File: src/rtl/muldiv_seq_if.sv
// Bundle of EX-stage and divider-side signals for the muldiv_seq sequencer.
// The slave view belongs to the sequencer; the master view drives it.
interface muldiv_seq_if;
  logic        i_valid;
  logic [1:0]  i_alum;
  logic [2:0]  i_alucontrol;
  logic [31:0] i_a;
  logic [31:0] i_b;
  logic        i_flush;
  logic [31:0] o_a;
  logic [31:0] o_b;
  logic [1:0]  o_alum;
  logic [2:0]  o_alucontrol;
  logic        o_div_start;
  logic        o_div_flush;
  logic        i_div_busy;
  logic        i_div_valid;
  logic [31:0] i_div_result;
  logic        o_stall;
  logic [31:0] o_result;
  logic        o_result_valid;
  logic        o_timeout;

  modport slave (
    input  i_valid, i_alum, i_alucontrol, i_a, i_b, i_flush,
    input  i_div_busy, i_div_valid, i_div_result,
    output o_a, o_b, o_alum, o_alucontrol, o_div_start, o_div_flush,
    output o_stall, o_result, o_result_valid, o_timeout
  );

  modport master (
    output i_valid, i_alum, i_alucontrol, i_a, i_b, i_flush,
    output i_div_busy, i_div_valid, i_div_result,
    input  o_a, o_b, o_alum, o_alucontrol, o_div_start, o_div_flush,
    input  o_stall, o_result, o_result_valid, o_timeout
  );
endinterface

File: src/rtl/muldiv_seq.sv
// Sequencer between EX and the serial divider: latches operands, starts the
// divider, stalls until a result/timeout/flush. Optional macro DIV_FASTPATH_EN.
module muldiv_seq #(
  parameter int unsigned DIV_TIMEOUT = 40
) (
  input logic         clk,
  input logic         rst,
  muldiv_seq_if.slave bus
);

  typedef enum logic [1:0] {
    S_IDLE  = 2'b00,
    S_START = 2'b01,
    S_WAIT  = 2'b10,
    S_DONE  = 2'b11
  } state_e;

  localparam logic [7:0] TMO_LAST = 8'(DIV_TIMEOUT - 1);

  state_e      state_q, state_d;
  logic [31:0] a_q, a_d;
  logic [31:0] b_q, b_d;
  logic [1:0]  alum_q, alum_d;
  logic [2:0]  ctrl_q, ctrl_d;
  logic [7:0]  cnt_q, cnt_d;
  logic [31:0] result_q, result_d;
  logic        timeout_q, timeout_d;

  logic        is_div_s;
  logic        accept_s;
  logic        tmo_hit_s;

`ifdef DIV_FASTPATH_EN
  // Special cases the divider would otherwise spend a full run on.
  function automatic logic fast_hit(input logic [31:0] a, input logic [31:0] b,
                                    input logic [2:0] ctrl);
    fast_hit = (b == 32'h0000_0000) ||
               (!ctrl[2] && (a == 32'h8000_0000) && (b == 32'hFFFF_FFFF));
  endfunction

  function automatic logic [31:0] fast_value(input logic [31:0] a, input logic [31:0] b,
                                             input logic [2:0] ctrl);
    if (b == 32'h0000_0000) begin
      fast_value = ctrl[0] ? a : 32'hFFFF_FFFF;
    end else begin
      fast_value = ctrl[0] ? 32'h0000_0000 : 32'h8000_0000;
    end
  endfunction
`endif

  assign is_div_s  = bus.i_valid && (bus.i_alum == 2'b11);
  assign accept_s  = is_div_s && !bus.i_flush;
  assign tmo_hit_s = !bus.i_div_valid && (cnt_q == TMO_LAST);

  always_ff @(posedge clk or negedge rst) begin
    if (!rst) begin
      state_q   <= S_IDLE;
      a_q       <= 32'h0000_0000;
      b_q       <= 32'h0000_0000;
      alum_q    <= 2'b00;
      ctrl_q    <= 3'b000;
      cnt_q     <= 8'h00;
      result_q  <= 32'h0000_0000;
      timeout_q <= 1'b0;
    end else begin
      state_q   <= state_d;
      a_q       <= a_d;
      b_q       <= b_d;
      alum_q    <= alum_d;
      ctrl_q    <= ctrl_d;
      cnt_q     <= cnt_d;
      result_q  <= result_d;
      timeout_q <= timeout_d;
    end
  end

  // Flush outranks a same-cycle divider result; timeout is checked last.
  always_comb begin
    state_d   = state_q;
    a_d       = a_q;
    b_d       = b_q;
    alum_d    = alum_q;
    ctrl_d    = ctrl_q;
    cnt_d     = cnt_q;
    result_d  = result_q;
    timeout_d = timeout_q;
    case (state_q)
      S_IDLE: begin
        if (accept_s) begin
          a_d    = bus.i_a;
          b_d    = bus.i_b;
          alum_d = bus.i_alum;
          ctrl_d = bus.i_alucontrol;
`ifdef DIV_FASTPATH_EN
          if (fast_hit(bus.i_a, bus.i_b, bus.i_alucontrol)) begin
            result_d = fast_value(bus.i_a, bus.i_b, bus.i_alucontrol);
            state_d  = S_DONE;
          end else begin
            state_d  = S_START;
          end
`else
          state_d = S_START;
`endif
        end else begin
          state_d = S_IDLE;
        end
      end
      S_START: begin
        cnt_d = 8'h00;
        if (bus.i_flush) begin
          state_d = S_IDLE;
        end else begin
          state_d = S_WAIT;
        end
      end
      S_WAIT: begin
        if (bus.i_flush) begin
          state_d = S_IDLE;
        end else if (bus.i_div_valid) begin
          result_d = bus.i_div_result;
          state_d  = S_DONE;
        end else if (tmo_hit_s) begin
          result_d  = 32'h0000_0000;
          timeout_d = 1'b1;
          state_d   = S_DONE;
        end else begin
          cnt_d = cnt_q + 8'h01;
        end
      end
      S_DONE: begin
        state_d = S_IDLE;
      end
      default: begin
        state_d = S_IDLE;
      end
    endcase
  end

  // Outputs decoded from state; IDLE forwards EX operands combinationally.
  always_comb begin
    bus.o_a            = a_q;
    bus.o_b            = b_q;
    bus.o_alum         = alum_q;
    bus.o_alucontrol   = ctrl_q;
    bus.o_div_start    = 1'b0;
    bus.o_div_flush    = 1'b0;
    bus.o_stall        = 1'b0;
    bus.o_result_valid = 1'b0;
    case (state_q)
      S_IDLE: begin
        bus.o_a          = bus.i_a;
        bus.o_b          = bus.i_b;
        bus.o_alum       = bus.i_alum;
        bus.o_alucontrol = bus.i_alucontrol;
        bus.o_stall      = accept_s;
      end
      S_START: begin
        bus.o_div_start = !bus.i_flush;
        bus.o_div_flush = bus.i_flush;
        bus.o_stall     = 1'b1;
      end
      S_WAIT: begin
        bus.o_div_flush = bus.i_flush || tmo_hit_s;
        bus.o_stall     = 1'b1;
      end
      S_DONE: begin
        bus.o_result_valid = !bus.i_flush;
      end
      default: begin
        bus.o_stall = 1'b0;
      end
    endcase
  end

  assign bus.o_result  = result_q;
  assign bus.o_timeout = timeout_q;

endmodule

File: src/flat_wrapper.sv
// flat-port wrapper written by rule: the top's interface ports become plain ports
module muldiv_seq_flat 
#(
  parameter int unsigned DIV_TIMEOUT = 40
)
  (clk, rst, bus_i_valid, bus_i_alum, bus_i_alucontrol, bus_i_a, bus_i_b, bus_i_flush, bus_i_div_busy, bus_i_div_valid, bus_i_div_result, bus_o_a, bus_o_b, bus_o_alum, bus_o_alucontrol, bus_o_div_start, bus_o_div_flush, bus_o_stall, bus_o_result, bus_o_result_valid, bus_o_timeout);
  muldiv_seq_if bus_i ();
  input logic clk;
  input logic rst;
  input wire logic [$bits(bus_i.i_valid)-1:0] bus_i_valid;
  input wire logic [$bits(bus_i.i_alum)-1:0] bus_i_alum;
  input wire logic [$bits(bus_i.i_alucontrol)-1:0] bus_i_alucontrol;
  input wire logic [$bits(bus_i.i_a)-1:0] bus_i_a;
  input wire logic [$bits(bus_i.i_b)-1:0] bus_i_b;
  input wire logic [$bits(bus_i.i_flush)-1:0] bus_i_flush;
  input wire logic [$bits(bus_i.i_div_busy)-1:0] bus_i_div_busy;
  input wire logic [$bits(bus_i.i_div_valid)-1:0] bus_i_div_valid;
  input wire logic [$bits(bus_i.i_div_result)-1:0] bus_i_div_result;
  output wire logic [$bits(bus_i.o_a)-1:0] bus_o_a;
  output wire logic [$bits(bus_i.o_b)-1:0] bus_o_b;
  output wire logic [$bits(bus_i.o_alum)-1:0] bus_o_alum;
  output wire logic [$bits(bus_i.o_alucontrol)-1:0] bus_o_alucontrol;
  output wire logic [$bits(bus_i.o_div_start)-1:0] bus_o_div_start;
  output wire logic [$bits(bus_i.o_div_flush)-1:0] bus_o_div_flush;
  output wire logic [$bits(bus_i.o_stall)-1:0] bus_o_stall;
  output wire logic [$bits(bus_i.o_result)-1:0] bus_o_result;
  output wire logic [$bits(bus_i.o_result_valid)-1:0] bus_o_result_valid;
  output wire logic [$bits(bus_i.o_timeout)-1:0] bus_o_timeout;
  assign bus_i.i_valid = bus_i_valid;
  assign bus_i.i_alum = bus_i_alum;
  assign bus_i.i_alucontrol = bus_i_alucontrol;
  assign bus_i.i_a = bus_i_a;
  assign bus_i.i_b = bus_i_b;
  assign bus_i.i_flush = bus_i_flush;
  assign bus_i.i_div_busy = bus_i_div_busy;
  assign bus_i.i_div_valid = bus_i_div_valid;
  assign bus_i.i_div_result = bus_i_div_result;
  assign bus_o_a = bus_i.o_a;
  assign bus_o_b = bus_i.o_b;
  assign bus_o_alum = bus_i.o_alum;
  assign bus_o_alucontrol = bus_i.o_alucontrol;
  assign bus_o_div_start = bus_i.o_div_start;
  assign bus_o_div_flush = bus_i.o_div_flush;
  assign bus_o_stall = bus_i.o_stall;
  assign bus_o_result = bus_i.o_result;
  assign bus_o_result_valid = bus_i.o_result_valid;
  assign bus_o_timeout = bus_i.o_timeout;
  muldiv_seq #(.DIV_TIMEOUT(DIV_TIMEOUT)) u_core (.clk(clk), .rst(rst), .bus(bus_i));
endmodule
File: config.mk
export PLATFORM = sky130hd
export DESIGN_NAME = muldiv_seq_flat
export DESIGN_NICKNAME = d
export VERILOG_FILES = /design/src/rtl/muldiv_seq_if.sv /design/src/rtl/muldiv_seq.sv /design/src/flat_wrapper.sv
export SDC_FILE = /design/constraint.sdc
export NUM_CORES = 1
export LEC_CHECK = 0
export CAP_MARGIN = 15
export CORE_UTILIZATION = 40
export CTS_BUF_LIST = sky130_fd_sc_hd__clkbuf_8
export DETAILED_ROUTE_END_ITERATION = 10
export PLACE_DENSITY_LB_ADDON = 0.25
export SLEW_MARGIN = 15
export SYNTH_ARGS = -nofsm -noshare
export SYNTH_HDL_FRONTEND = slang
export SYNTH_SLANG_ARGS = --single-unit
export TNS_END_PERCENT = 50
File: constraint.sdc
create_clock -name clk -period 2 [get_ports clk]
set_input_delay 0.4 -clock clk [delete_from_list [all_inputs] [get_ports clk]]
set_output_delay 0.4 -clock clk [all_outputs]
set_load 0.02 [all_outputs]
==> summary.md <==
| Metric | Value |
|---|---|
| Final worst path period share | 114% |
| Die Wd | 116 um |
| Crit path depth | 5 |
| Slew Limit Fails | 0 |
| Pre-CTS setup slack | -0.402 ns |
| Cts bufs inserted | 9 |
| Min Tclk post-route | about 2.3 ns |
| Synthesis-stage register bit count | around 110 |
| Crit path max-delay cell type | or4b_4 |
| Startpoint types | flip-flop |
| VDD IR-drop max | between 0.3 and 0.4 mV |
| Drt via density | approximately 5.0 |
| Int Pwr | between 3 and 4 mW |
| Area Overhead vs Synth | 57.3% |
| Actual slew at the worst max-slew pin | around 0.43 ns |
| Syn Area/Cell | approximately 14 um2 |
| # port buffers | between 200 and 250 |
| Hold depth | 1 |
| CORE AREA | about 13000 um2 |
| Post-synth EDFFs | 0 |
| Flop-to-flop setup slack | -0.03 ns |
| Global-route wire length before repair | a little under 20000 um |
| Finished Layout Cells | 798 |
| Outcome | finished with violations |
| Drt drc | 0 |
| WP data arrival | approximately 1.9 ns |
| TritonCTS clock tree | done |
| Sw power | around 1.4 mW |
| Yosys warns | 0 |
| Syn nets | 485 |
| Post-synth top area cell | dfrtp_1 |
| Setup TNS | -13.94 ns |
| Pre-Repair DR Iteration Count | 4 |
| Combinational fraction of design power | 24.9% |
| Max Cap Viol | 0 |
| Slowest stage delay, CP | around 0.56 ns |
| Final hold viol count | 0 |
| Clock-pin slew on the worst setup and hold paths | roughly 0.10 ns |
| # rows | 41 |
| Ys async rst share | 100% |
| Worst skew pair latency | approximately 0.38 ns |
| Die area | between 10000 and 15000 um2 |
| Starting Density | between 40% and 50% |
| Worst-path maximum fanout | 2 |
| Global route overflow | 0 |
| Grt met1 use | between 20% and 30% |
| Vias in the first global route | between 3000 and 4000 |
| Total power | 5.40 mW |
| Drt initial violations | roughly 120 |
| Worst slew margin | about 70% |
| Fin Hold WS | 0.462 ns |
| Largest net degree at the start of global routing | between 40 and 50 |
| WP buf/inv | 1 |
| M2 GR Usage | 32.3% |
| Max clock buf depth | 2 |
| GRT Util Overall | between 10% and 20% |
| Distinct cell type count after synthesis | 37 |
| Mapped Area | between 5000 and 6000 um2 |
| Top FF cell, synth | dfrtp_1 |
| Sequential share of power | 52.0% |
| Layout cells sized above 1 | a little under half |
| Per-cell routed wire length | around 16 um |
| Setup Skew | around 0.0052 ns |
| Ant. Diodes | 0 |
| Highest clock rate | 440 MHz |
| HP Class | reg -> reg |
| Clock power frac | a little under a quarter |
| RSZ-0062 raised after global routing | true |
| CP cell instances | or4b_4 -> nor3_4 -> nand3b_1 -> a21oi_2 -> buf_6 |
| Cells after DPL | roughly 770 |
| P_leak | about 3.8 nW |
| Largest cells by area after synthesis | dfrtp_1 (54%), mux2_2 (29%), a22o_1 (5.4%), ha_1 (1.4%), clkbuf_1 (1.1%) |
| H-tree Lvls | 3 |
| FF-to-FF path depth | 7 |
| Routed vias | between 3000 and 4000 |
| Met3 Resource Use GR | 3.97% |
| GP Congestion | ~0.80 |
| I/O pin cnt | ~210 |
| Die Height | roughly 120 um |
| CTS root buf | clkbuf_8 |
| Final WS setup | -0.274 ns |
| Clock sink count | 112 |
| Synth top area share | a little over half |
| Setup violators final | 108 |
| Crit Path Category | reg -> out |
| Switching Share | roughly a quarter |
| P per Cell Area | around 660 nW/um2 |
| Largest delay contributor family on the critical path | simple AND/OR/NAND/NOR gates |
| Final WL | 13100 um |
| Syn Inst Count | 372 |
| Initial antenna violation count | 0 |
| Post-synthesis sequential area ratio | between 50% and 60% |
| Post-DP HPWL | 9370 um |
| Post-route ant nets | 0 |
| Nets@finish | 735 |
| Failing checks | negative setup slack |
| CP Data Required Time | between 1.5 and 2 ns |
| Worst setup EP type | output pin |
| Most crowded layer after global routing | met2 |
## worst register-to-register path, delay by kind of cell (launching register included)
| family | cells | cell delay, ns |
|---|---|---|
| muxes | 1 | 0.34 |
| and+or+nand+nor | 1 | 0.24 |
| adders and majority gates | 1 | 0.23 |
| buffers and inverters | 4 | 0.71 |
| DFF | 1 | 0.41 |
## cell families (layout without fill, tap and decap cells)
family	after synthesis	after routing	synth area share, %
muxes	136	136	29.5
AOI/OAI and AO/OA	53	53	8.69
DFF	112	112	53.9
buffers and inverters	26	280	1.95
adders and majority gates	6	6	1.44
and+or+nand+nor	39	39	4.50
## per-stage QoR
step                area (um2)  utilization [%]
finish                    8170             64.8
global placement          7790             61.7
global route              8170             64.8
floorplan                 5210                -
detailed placement        7790             61.7
CTS                       7790             61.7
## placed cells by master, fill, tap and decap left out, types with 2 or more instances in the layout
master and n:
a211o_1 3, a21oi_2 2, a22o_1 32, a31oi_1 2, and3_1 5, buf_12 7
buf_2 29, buf_4 43, buf_6 37, buf_8 2, clkbuf_8 11, clkdlybuf4s50_1 137
dfrtp_1 112, dlymetal6s2s_1 2, ha_1 5, inv_1 4, inv_2 2, mux2_2 105
mux2_4 31, nand2_1 8, nand2b_1 2, nand3_1 5, nor2_1 2, nor2b_1 4
nor3_1 3, o21ai_0 4, o21ai_2 2
## final timing paths
path | start | end
worst max-delay path | u_core.cnt_q[4] | bus_o_div_flush
worst min-delay path | u_core.bus.o_timeout | u_core.bus.o_timeout
worst max register to register | u_core.state_q[1] | u_core.b_q[3]
worst min register to register | u_core.bus.o_timeout | u_core.bus.o_timeout
max in group asynchronous | rst | u_core.a_q[21]
min in group asynchronous | rst | u_core.a_q[0]
## sequential cells by signal (all words and copies together) (netlist names)
signal,cells
u_core.a_q,32
u_core.b_q,32
u_core.bus.o_result,32
u_core.cnt_q,8
u_core.ctrl_q,3
u_core.alum_q,2
u_core.state_q,2
u_core.bus.o_timeout,1
## cell type report
type | count | area [um2]
fillers | 1009 | 4450
flip-flops and latches | 112 | 2800
repair buffers | 261 | 2520
multi-input cells | 234 | 2450
well taps | 172 | 215
clock buffers | 11 | 151
clock inverters | 4 | 21.3
inverters | 4 | 15.0
## power by group through the flow
stage,clock network [mW],logic (mW),registers [mW]
3_5_place_dp,0,1.32,2.85
3_3_place_gp,0,1.29,2.82
2_1_floorplan,0,0.629,2.86
6_report,1.25,1.34,2.81
5_1_grt,1.39,1.44,2.86
4_1_cts,1.30,1.26,2.81
## metal layers
metal / routed length [um] / up-vias / part of all wire (%)
li1: - / 1865 / -
met5: 0 / - / 0
met4: 237 / 0 / 1.8
met2: 6680 / 120 / 51
met3: 739 / 19 / 5.7
met1: 5420 / 1978 / 41
## Yosys cell counts (2+ instances only)
| cell | count |
|---|---|
| nand3_1 | 5 |
| mux2_2 | 136 |
| nand2b_1 | 2 |
| buf_2 | 3 |
| nor2b_1 | 4 |
| nor3_1 | 3 |
| a22o_1 | 32 |
| a211o_1 | 3 |
| a31oi_1 | 2 |
| and3_1 | 5 |
| clkbuf_1 | 15 |
| o21ai_0 | 4 |
| a21oi_1 | 3 |
| nand2_1 | 8 |
| buf_1 | 4 |
| inv_1 | 4 |
| dfrtp_1 | 112 |
| nor2_1 | 3 |
| ha_1 | 6 |
## repair_timing
| action | 4_1_cts | 5_1_grt |
|---|---|---|
| gates cloned | 0 | 2 |
| endpoints found under the hold margin | 30 | 0 |
| pin swaps | 2 | 3 |
| setup buffers | 0 | 14 |
| gates resized for setup | 204 | 204 |
| hold buffers | 1 | 0 |
| endpoints found under the setup margin | 118 | 125 |
(Power assumes the default switching activity.)
